[src/rtl/program_counter_if.sv]
// Bus between the control/datapath side and the program counter.
// Carries the branch controls and the instruction address the PC drives.
interface program_counter_if;
  logic        SaltoCond;
  logic [31:0] extSigno;
  logic        oZero;
  logic [31:0] direinstrux;

  // Control unit / ALU side: supplies branch controls, reads the address
  modport master (
    output SaltoCond,
    output extSigno,
    output oZero,
    input  direinstrux
  );

  // Program counter side: consumes branch controls, drives the address
  modport slave (
    input  SaltoCond,
    input  extSigno,
    input  oZero,
    output direinstrux
  );
endinterface

[src/rtl/program_counter.sv]
// Program counter for the single-cycle datapath.
// Holds the byte address of the current instruction. It advances by 4 every
// clock, or jumps PC-relative when a conditional branch is taken. The output
// is the register itself, so nothing reaches direinstrux combinationally.
module program_counter #(
  parameter logic [31:0] RESET_VECTOR = 32'h0000_0000
) (
  input  logic              clk,
  input  logic              reset,
  program_counter_if.slave  bus
);

  logic [31:0] pc;
  logic [31:0] pc_plus4;
  logic [31:0] branch_offset;
  logic [31:0] branch_target;
  logic [31:0] next_pc;
  logic        branch_taken;

  // Next-address arithmetic. The immediate counts words, so it is shifted into
  // a byte offset. The shift drops the top two immediate bits and keeps the
  // target word-aligned. All sums wrap modulo 2^32, which gives backward
  // branches through two's complement.
  always_comb begin
    pc_plus4      = pc + 32'd4;
    branch_offset = bus.extSigno << 2;
    branch_target = pc_plus4 + branch_offset;
    branch_taken  = bus.SaltoCond & bus.oZero;
    next_pc       = pc_plus4;
    if (branch_taken) begin
      next_pc = branch_target;
    end
  end

  // PC register. Reset takes priority over any pending branch or increment.
  always_ff @(posedge clk) begin
    if (reset) begin
      pc <= RESET_VECTOR;
    end else begin
      pc <= next_pc;
    end
  end

  assign bus.direinstrux = pc;

endmodule

[src/flat_wrapper.sv]
// flat-port wrapper written by rule: the top's interface ports become plain ports
module program_counter_flat 
#(
  parameter logic [31:0] RESET_VECTOR = 32'h0000_0000
)
  (clk, reset, bus_SaltoCond, bus_extSigno, bus_oZero, bus_direinstrux);
  program_counter_if bus_i ();
  input  logic clk;
  input  logic reset;
  input wire logic [$bits(bus_i.SaltoCond)-1:0] bus_SaltoCond;
  input wire logic [$bits(bus_i.extSigno)-1:0] bus_extSigno;
  input wire logic [$bits(bus_i.oZero)-1:0] bus_oZero;
  output wire logic [$bits(bus_i.direinstrux)-1:0] bus_direinstrux;
  assign bus_i.SaltoCond = bus_SaltoCond;
  assign bus_i.extSigno = bus_extSigno;
  assign bus_i.oZero = bus_oZero;
  assign bus_direinstrux = bus_i.direinstrux;
  program_counter #(.RESET_VECTOR(RESET_VECTOR)) u_core (.clk(clk), .reset(reset), .bus(bus_i));
endmodule
[config.mk]
export PLATFORM = sky130hd
export DESIGN_NAME = program_counter_flat
export DESIGN_NICKNAME = d
export VERILOG_FILES = /design/src/rtl/program_counter_if.sv /design/src/rtl/program_counter.sv /design/src/flat_wrapper.sv
export SDC_FILE = /design/constraint.sdc
export NUM_CORES = 1
export LEC_CHECK = 0
export BUFFER_PORTS_ARGS = -buffer_cell sky130_fd_sc_hd__buf_2
export CORE_AREA = 2 2 84 78
export CTS_CLUSTER_DIAMETER = 120
export DETAILED_ROUTE_END_ITERATION = 10
export DIE_AREA = 0 0 86 80
export GPL_TIMING_DRIVEN = 0
export HOLD_SLACK_MARGIN = 0.12
export PLACE_DENSITY = 0.75
export REMOVE_ABC_BUFFERS = 1
export SLEW_MARGIN = 20
export SYNTH_ARGS = -nofsm -noshare
export SYNTH_HDL_FRONTEND = slang
export SYNTH_SLANG_ARGS = --single-unit
[constraint.sdc]
create_clock -name clk -period 4.6 [get_ports clk]
set_clock_uncertainty 0.2 [all_clocks]
set_input_delay 0 -clock clk [delete_from_list [all_inputs] [get_ports clk]]
set_output_delay 0 -clock clk [all_outputs]
set_load 0.02 [all_outputs]
; ---- Word-level counts from Yosys, hierarchy flattened
; Cells that the tools add are included.
[totals]
ff_bits = 32
latchBits = 0
mem_bits_rw = 0
rom_bits = 0
inputBits = 36
output_inout_bits = 32
elab_cells = 5
mem_count = 0
[classes]
n_addsub = 2
n_mul = 0
div = 0
n_lt_le_gt_ge = 0
n_eq_ne = 0
shift = 0
muxes = 1
bitwise = 1
reduce_logical = 0
[op_table]
columns = cell, count
row1 = $add A32 B3 Y32 const B, 1
row2 = $add A32 B32 Y32, 1
row3 = $mux W32, 1
row4 = $and A1 B1 Y1, 1

; ---- Longest topological paths before layout
; Gate-level depths: netlist of run 1.
[logic_depth]
depth_word = 3
depth_mapped = 15
mapped_depth_nobuf = 14

; ---- Worst setup path after synthesis of run 1
; Ideal clock, no wire load.
[synth_path]
kind = register to register
start = register u_core.pc[4], in the netlist u_core.bus.direinstrux[4]
end = register u_core.pc[31], in the netlist u_core.bus.direinstrux[31]
arrival_time_ns = 3.443
required_ns = 4.330
slack_ns = 0.887
path_stages_with_launch = 16
n_path_buf = 2
cell_sequence = dfxtp_1 and4_1 and3_1 clkbuf_1 and2_1 nand4_1 xnor2_1 ha_1 buf_4 a21oi_2 o21ai_1 a2111oi_2 a31oi_1 mux2_2 or3_1 a21oi_1
[synth_between]
elab_chain_len = 3
[synth_rtl]
columns = item, line
row1 = from (decl), program_counter.sv:13  ; logic [31:0] pc;
row2 = from (signal assigned), program_counter.sv:40  ; pc <= next_pc;
row3 = $add A32 B3 Y32 (*), program_counter.sv:25  ; pc_plus4 = pc + 32'd4;
row4 = $add A32 B32 Y32, program_counter.sv:27  ; branch_target = pc_plus4 + branch_offset;
row5 = $mux W32 (*), program_counter.sv:30  ; if (branch_taken) begin
; Mark *: on every way between the ends. The rest lies on a longest branch, timed or not.
; A chain may end at the register's enable or synchronous reset.

; ---- Worst setup path in the final report of run 1
; Ends and elaborated chain as after synthesis.

==> results of run 1 <==
-- per-stage QoR --
stage / std cells / total power (uW) / utilization / instance area, sq um / setup slack, ps
5_1_grt: 576 / 1066 / 0.6575 / 3931 / 170.5
6_report: 576 / 1004 / 0.6575 / 3931 / 420.4
2_1_floorplan: 407 / 635.0 / - / 3174 / 924.6
3_3_place_gp: 542 / 749.2 / 0.5987 / 3580 / 604.8
4_1_cts: 576 / 996.9 / 0.6575 / 3931 / 495.2
3_5_place_dp: 542 / 756.2 / 0.5987 / 3580 / 563.5
-- worst reg2reg max path, delay by kind of cell (launching register included) --
kind            cells  cell delay, ps
simple gates        6            1500
compound gates      4             920
fa+ha+maj           1             430
flops               1             420
mux                 1             410
xor+xnor            1             220
-- power groups by stage --
stage / sequential [uW] / combinational [uW] / clock, uW
after CTS: 316 / 455 / 226
after detailed placement: 321 / 435 / 0
after global routing: 320 / 508 / 238
after floorplan: 344 / 291 / 0
final: 316 / 463 / 225
after global placement: 321 / 429 / 0
-- worst max-delay path by stage --
stage	to	cells after the start	slack, ps
after floorplan	u_core.bus.direinstrux[26]$_SDFF_PP0_	13	920
after global placement	u_core.bus.direinstrux[31]$_SDFF_PP0_	13	600
after detailed placement	u_core.bus.direinstrux[31]$_SDFF_PP0_	13	560
after CTS	u_core.bus.direinstrux[20]$_SDFF_PP0_	14	500
after global routing	u_core.bus.direinstrux[31]$_SDFF_PP0_	13	170
final	u_core.bus.direinstrux[31]$_SDFF_PP0_	13	420
-- kinds of logic (layout without fill, tap and decap cells) --
family                   count (synthesis)  in the layout  synth area share
AND/OR/NAND/NOR                        149            149            0.2296
multiplexers                             1              1          0.003479
AO/OA/AOI/OAI                          126            126            0.2594
buffers and inverters                   23            106           0.03092
other                                    1              2          0.001159
XOR/XNOR                                52             52            0.1407
flip-flops                              30             30            0.1855
adder cells (fa/ha/maj)                 38             38            0.1492
-- layer usage --
layer	vias to the layer above	part of all wire	wire length, microns
met5	-	0	0
met4	0	0.013	121
met3	12	0.064	603
met2	153	0.45	4236
met1	1562	0.48	4514
li1	1717	-	-
-- cell usage in the layout (no fill, tap or decap), types with 2 or more instances in the layout --
master | netlist | routed
and4_1 | 5 | 5
xor2_1 | 15 | 15
a2111oi_0 | 2 | 2
nor3_1 | 7 | 7
o21ai_0 | 24 | 24
nand4_1 | 15 | 15
nand2_1 | 45 | 45
o211ai_1 | 3 | 3
conb_1 | 1 | 2
dlygate4sd3_1 | 0 | 26
ha_1 | 37 | 37
inv_1 | 9 | 9
a31oi_1 | 4 | 4
a22oi_1 | 2 | 2
buf_2 | 2 | 63
a21oi_2 | 4 | 4
a21o_1 | 7 | 7
xnor2_1 | 37 | 37
a21oi_1 | 33 | 33
o31ai_1 | 2 | 2
or3_1 | 2 | 2
and3_1 | 9 | 9
clkbuf_8 | 0 | 6
nand2b_1 | 6 | 6
o21ai_1 | 5 | 5
a211oi_1 | 11 | 11
and2_1 | 5 | 5
a22o_1 | 6 | 6
nor2_1 | 33 | 33
nand3_1 | 17 | 17
a2111oi_2 | 2 | 2
o21a_1 | 4 | 4
dfxtp_1 | 30 | 30
o21bai_1 | 4 | 4
o221ai_1 | 2 | 2
-- timing repair --
action                                  CTS  global route
hold endpoints to repair                 25             0
hold buffers                             26             0
endpoints found under the setup margin    0             0
buffers inserted                          0             0
resized for setup                         0             0
-- layout make-up --
cell class / count / area (sq um) / area share
Timing Repair Buffer: 89 / 575.6 / 0.1464
Multi-Input combinational cell: 368 / 2540 / 0.6461
Clock inverter: 1 / 5.005 / 0.001273
Inverter: 9 / 33.78 / 0.008593
Tap cell: 72 / 90.09 / 0.02292
Clock buffer: 7 / 86.33 / 0.02196
Sequential cell: 30 / 600.6 / 0.1528
==> impl_metrics.env, run 1 <==
export IMPL_cp_max_fo=6
export IMPL_rsz0062_at_grt="false"
export IMPL_use_met3=0.02482
export IMPL_fp_dieArea_sq_um=6880
export IMPL_final_fill_count=542
export IMPL_hold_end="u_core.bus.direinstrux[29]$_SDFF_PP0_"
export IMPL_pwr_share_comb=0.461
export IMPL_cts_inserted_buffers=5
export IMPL_cts_max_path_buffers=2
export IMPL_drc=0
export IMPL_via_per_inst=5.979
export IMPL_cts_root_buffer="clkbuf_8"
export IMPL_antenna_cells=0
export IMPL_arrival_ps=4190
export IMPL_tns_ps=0
export IMPL_syn_area_sq_um=3237
export IMPL_grt_pass1_wl_microns=15000
export IMPL_clkPwrFrac=0.224
export IMPL_crit_path_end_kind="register"
export IMPL_synth_common_cells="nand2_1, ha_1, xnor2_1"
export IMPL_synthCells=420
export IMPL_startpoint="u_core.bus.direinstrux[4]$_SDFF_PP0_"
export IMPL_wl_microns=9476
export IMPL_synth_top_cell_area_share=0.1855
export IMPL_power_density_nw_per_um2=255.3
export IMPL_synth_edf_count=0
export IMPL_post_route_period_util=0.9086
export IMPL_ys_flop_type="dfxtp_1"
export IMPL_fin_nets=577
export IMPL_synth_yosys_seq_area_share=0.1855
export IMPL_clock_latency_ps=290
export IMPL_cts_num_sinks=30
export IMPL_min_from="bus_extSigno[27]"
export IMPL_power_internal_uw=595.4
export IMPL_cp_cell_sequence="and4_1 > and3_1 > and2_1 > nand3_1 > xnor2_1 > ha_1 > nand2_1 > o21bai_1 > a2111oi_2 > a31oi_1 > mux2_2 > or3_1 > a21oi_1"
export IMPL_synthMostInstantiatedCell="nand2_1"
export IMPL_critPathBufInv=0
export IMPL_place_gp_congestion=0.9209
export IMPL_grt_ovfl_total=0
export IMPL_met1_usage=0.4015
export IMPL_max_stage_delay_ps=490
export IMPL_setup_viol_count_final=0
export IMPL_slew_headroom=0.2876
export IMPL_grt_max_degree=25
export IMPL_syn_area_per_cell_sq_um=7.707
export IMPL_hold_viol=0
export IMPL_yosysWarnings=0
export IMPL_whs_ps=139.7
export IMPL_peakVddDrop_mv=0.1196
export IMPL_p_sw_frac=0.4068
export IMPL_portBuffers=63
export IMPL_hold_path_depth=4
export IMPL_drtPass1Iterations=5
export IMPL_max_clock_freq_ghz=0.2393
export IMPL_start_kind="register"
export IMPL_drv_cap=0
export IMPL_grt_pass1_vias=3074
export IMPL_largest_reg_flops=30
export IMPL_core_area_sq_um=5979
export IMPL_wl_per_cell_microns=16.45
export IMPL_synth_top_area_cell="dfxtp_1"
export IMPL_row_count=27
export IMPL_grtUsageTotal=0.2755
export IMPL_die_w_microns=86
export IMPL_grt_busiest_layer="met2"
export IMPL_hpwlAfterDp_microns=7260
export IMPL_antenna_found_initial=0
export IMPL_synth_area_leaders="dfxtp_1, ha_1, xnor2_1"
export IMPL_drive_above_1_share=0.1607
export IMPL_crit_required_ps=4610
export IMPL_power_leakage_uw=0.001767
export IMPL_start_util=0.5413
export IMPL_hp_class="input port to register"
export IMPL_drtAntennaViolNets=0
export IMPL_drv_slew=0
export IMPL_dieHeight_microns=80
export IMPL_dr_total_vias=3444
export IMPL_p_sw_uw=408.4
export IMPL_path_clk_slew_ps=70
export IMPL_tightestPinTransition_ps=1065
export IMPL_cts_tree="built"
export IMPL_pwr_share_seq=0.315
export IMPL_area_growth_pct=21.45
export IMPL_fin_crit_ps=4180
export IMPL_r2r_end="u_core.bus.direinstrux[31]$_SDFF_PP0_"
export IMPL_io_pins=68
export IMPL_async_flop_share=0
export IMPL_cp_slowest_cell="a31oi_1"
export IMPL_grt_met2_usage=0.4302
export IMPL_htreeDepth=2
export IMPL_synth_cell_types=53
export IMPL_reg2reg_from="u_core.bus.direinstrux[4]$_SDFF_PP0_"
export IMPL_synth_seq_cells=30
export IMPL_detail_route_iter0_violations=226
export IMPL_rr_worst_depth=13
export IMPL_status="complete, no violations"
export IMPL_regToRegSetupSlack_ps=420
export IMPL_path_class="register to register"
export IMPL_crit_family="simple AND/OR/NAND/NOR gates"
Note: power is estimated with default switching activity, not from simulation.
==> inputs of run 2 (changes only) <==
--- a/config.mk
+++ b/config.mk
@@ -6,10 +6,10 @@
 export NUM_CORES = 1
 export LEC_CHECK = 0
 export BUFFER_PORTS_ARGS = -buffer_cell sky130_fd_sc_hd__buf_2
-export CORE_AREA = 2 2 84 78
+export CORE_AREA = 2 2 66 99
 export CTS_CLUSTER_DIAMETER = 120
 export DETAILED_ROUTE_END_ITERATION = 10
-export DIE_AREA = 0 0 86 80
+export DIE_AREA = 0 0 68 101
 export GPL_TIMING_DRIVEN = 0
 export HOLD_SLACK_MARGIN = 0.12
 export PLACE_DENSITY = 0.75
==> run 2 against run 1 <==
Compared with the run above: combinational power up 2%; largest cell class unchanged; largest power group unchanged; first-iteration DRC count down 38%; clock power rose by 17%; setup slack improved by 10 ps; via count rose by 2.3%; fmax is 0.24% higher.
==> impl_metrics.env, run 2 (synthesis results as in run 1) <==
export IMPL_status="complete, no violations"
export IMPL_hpwlAfterDp_microns=7532
export IMPL_cpMostUsedCell="xnor2_1"
export IMPL_final_fill_count=539
export IMPL_drtAntennaViolNets=0
export IMPL_drive_above_1_share=0.1598
export IMPL_place_area_sq_um=3582
export IMPL_grt_pass1_vias=3409
export IMPL_cts_repair_resized=0
export IMPL_post_route_period_util=0.9064
export IMPL_core_area_sq_um=6043
export IMPL_min_from="bus_extSigno[14]"
export IMPL_pwr_share_seq=0.301
export IMPL_start_kind="register"
export IMPL_cts_inserted_buffers=5
export IMPL_postLayoutCellArea_sq_um=3981
export IMPL_cp_max_fo=7
export IMPL_io_pins=68
export IMPL_hold_viol=0
export IMPL_detail_route_iter0_violations=141
export IMPL_drv_slew=0
export IMPL_setup_viol_count_final=0
export IMPL_antenna_cells=0
export IMPL_wl_microns=9705
export IMPL_drv_cap=0
export IMPL_p_sw_uw=407.5
export IMPL_arrival_ps=4150
export IMPL_startpoint="u_core.bus.direinstrux[10]$_SDFF_PP0_"
export IMPL_grt_pass1_wl_microns=15420
export IMPL_crit_required_ps=4580
export IMPL_pwr_share_comb=0.447
export IMPL_tns_ps=0
export IMPL_dp_slack_ps=508.9
export IMPL_fin_nets=580
export IMPL_dieHeight_microns=101
export IMPL_start_util=0.5356
export IMPL_cp_cell_sequence="and3_1 > nand4_1 > nor4_4 > nand2_1 > xnor2_1 > ha_1 > a211oi_1 > nor2_1 > a2111oi_0 > o21ai_0 > a41oi_1 > xnor2_1 > a22o_1"
export IMPL_peakVddDrop_mv=0.1586
export IMPL_largest_reg_flops=30
export IMPL_wl_per_cell_microns=16.70
export IMPL_place_gp_congestion=0.9243
export IMPL_fp_dieArea_sq_um=6868
export IMPL_p_sw_frac=0.3881
export IMPL_row_count=35
export IMPL_grt_ovfl_total=0
export IMPL_layout_commonest_cell="buf_2"
export IMPL_grtUsageTotal=0.2931
export IMPL_clkPwrFrac=0.252
export IMPL_max_stage_delay_ps=640
export IMPL_antenna_found_initial=0
export IMPL_fin_crit_ps=4170
export IMPL_max_clock_freq_ghz=0.2398
export IMPL_crit_path_end_kind="register"
export IMPL_grt_max_degree=25
export IMPL_layout_common_cells="buf_2, nand2_1, xnor2_1, ha_1, a21oi_1"
export IMPL_total_power_uw=1050
export IMPL_via_per_inst=6.062
export IMPL_reg2reg_from="u_core.bus.direinstrux[10]$_SDFF_PP0_"
export IMPL_tightestPinTransition_ps=829.3
export IMPL_portBuffers=63
export IMPL_power_density_nw_per_um2=263.7
export IMPL_rsz0062_at_grt="false"
export IMPL_drc=0
export IMPL_area_growth_pct=23.00
export IMPL_cts_max_path_buffers=2
export IMPL_drtPass1Iterations=4
export IMPL_path_clk_slew_ps=60
export IMPL_clock_latency_ps=290
export IMPL_cp_slowest_cell="a2111oi_0"
export IMPL_whs_ps=138.4
export IMPL_power_leakage_uw=0.001783
export IMPL_cts_num_sinks=30
export IMPL_slew_headroom=0.4471
export IMPL_die_w_microns=68
export IMPL_fin_ws_ps=430.4
export IMPL_dr_total_vias=3522
export IMPL_postCtsSetupBuffers=0
export IMPL_htreeDepth=2
export IMPL_path_class="register to register"
export IMPL_cts_tree="built"
export IMPL_power_internal_uw=642.4
export IMPL_cts_root_buffer="clkbuf_8"
export IMPL_hp_class="input port to register"
[run 2: cell count changes in the layout (fill, tap and decap cells not counted), sizes merged]
cell / previous run / this run
clkinv: 1 / 0
bufinv: 0 / 1
dlygate4sd3: 26 / 29
[run 2: timing repair]
action	CTS	global route
endpoints found under the hold margin	26	0
setup endpoints to repair	0	0
hold buffers	29	0
[run 2: area by class of cell]
cell class	instances	area, sq um	area share
clock inverter	1	30.03	0.007542
tap	74	92.59	0.02326
sequential	30	600.6	0.1508
clock buffer	7	76.32	0.01917
timing repair buffer	92	605.6	0.1521
multi-input combinational	368	2542	0.6386
inverter	9	33.78	0.008485
[run 2: worst max-delay path, delay by kind of cell, from the launching register on]
kind / cells / cell delay [ps]
AOI/OAI and AO/OA: 5 / 1470
and+or+nand+nor: 5 / 1130
DFF: 1 / 470
xor gates and xnor gates: 2 / 430
adders and majority gates: 1 / 350
[run 2: path summary, 6_finish.rpt]
kind / to / slack (ps) / depth (start not counted)
worst min-delay path: u_core.bus.direinstrux[16]$_SDFF_PP0_ / 140 / 4
worst min register to register: u_core.bus.direinstrux[2]$_SDFF_PP0_ / 390 / 1
worst max-delay path: u_core.bus.direinstrux[30]$_SDFF_PP0_ / 430 / 13
worst max register to register: u_core.bus.direinstrux[30]$_SDFF_PP0_ / 430 / 13
[run 2: metal layers]
| metal | vias up | track usage | routed length, microns |
|---|---|---|---|
| met5 | - | 0 | 0 |
| met4 | 0 | 0.1831 | 601 |
| met3 | 45 | 0.04804 | 455 |
| met2 | 122 | 0.5176 | 4903 |
| met1 | 1632 | 0.3105 | 3745 |
| li1 | 1723 | - | - |
[run 2: power groups by stage]
stage / clock [uW] / combinational, uW / sequential, uW
final: 264 / 470 / 316
after global routing: 274 / 514 / 320
after CTS: 266 / 463 / 315
after detailed placement: 0 / 437 / 320
after global placement: 0 / 429 / 320
after floorplan: 0 / 291 / 344
[run 2: through the flow]
| step | cells | utilization |
|---|---|---|
| after floorplan | 407 | - |
| after global placement | 544 | 0.5928 |
| after detailed placement | 544 | 0.5928 |
| after CTS | 581 | 0.6584 |
| after global routing | 581 | 0.6588 |
| final | 581 | 0.6588 |
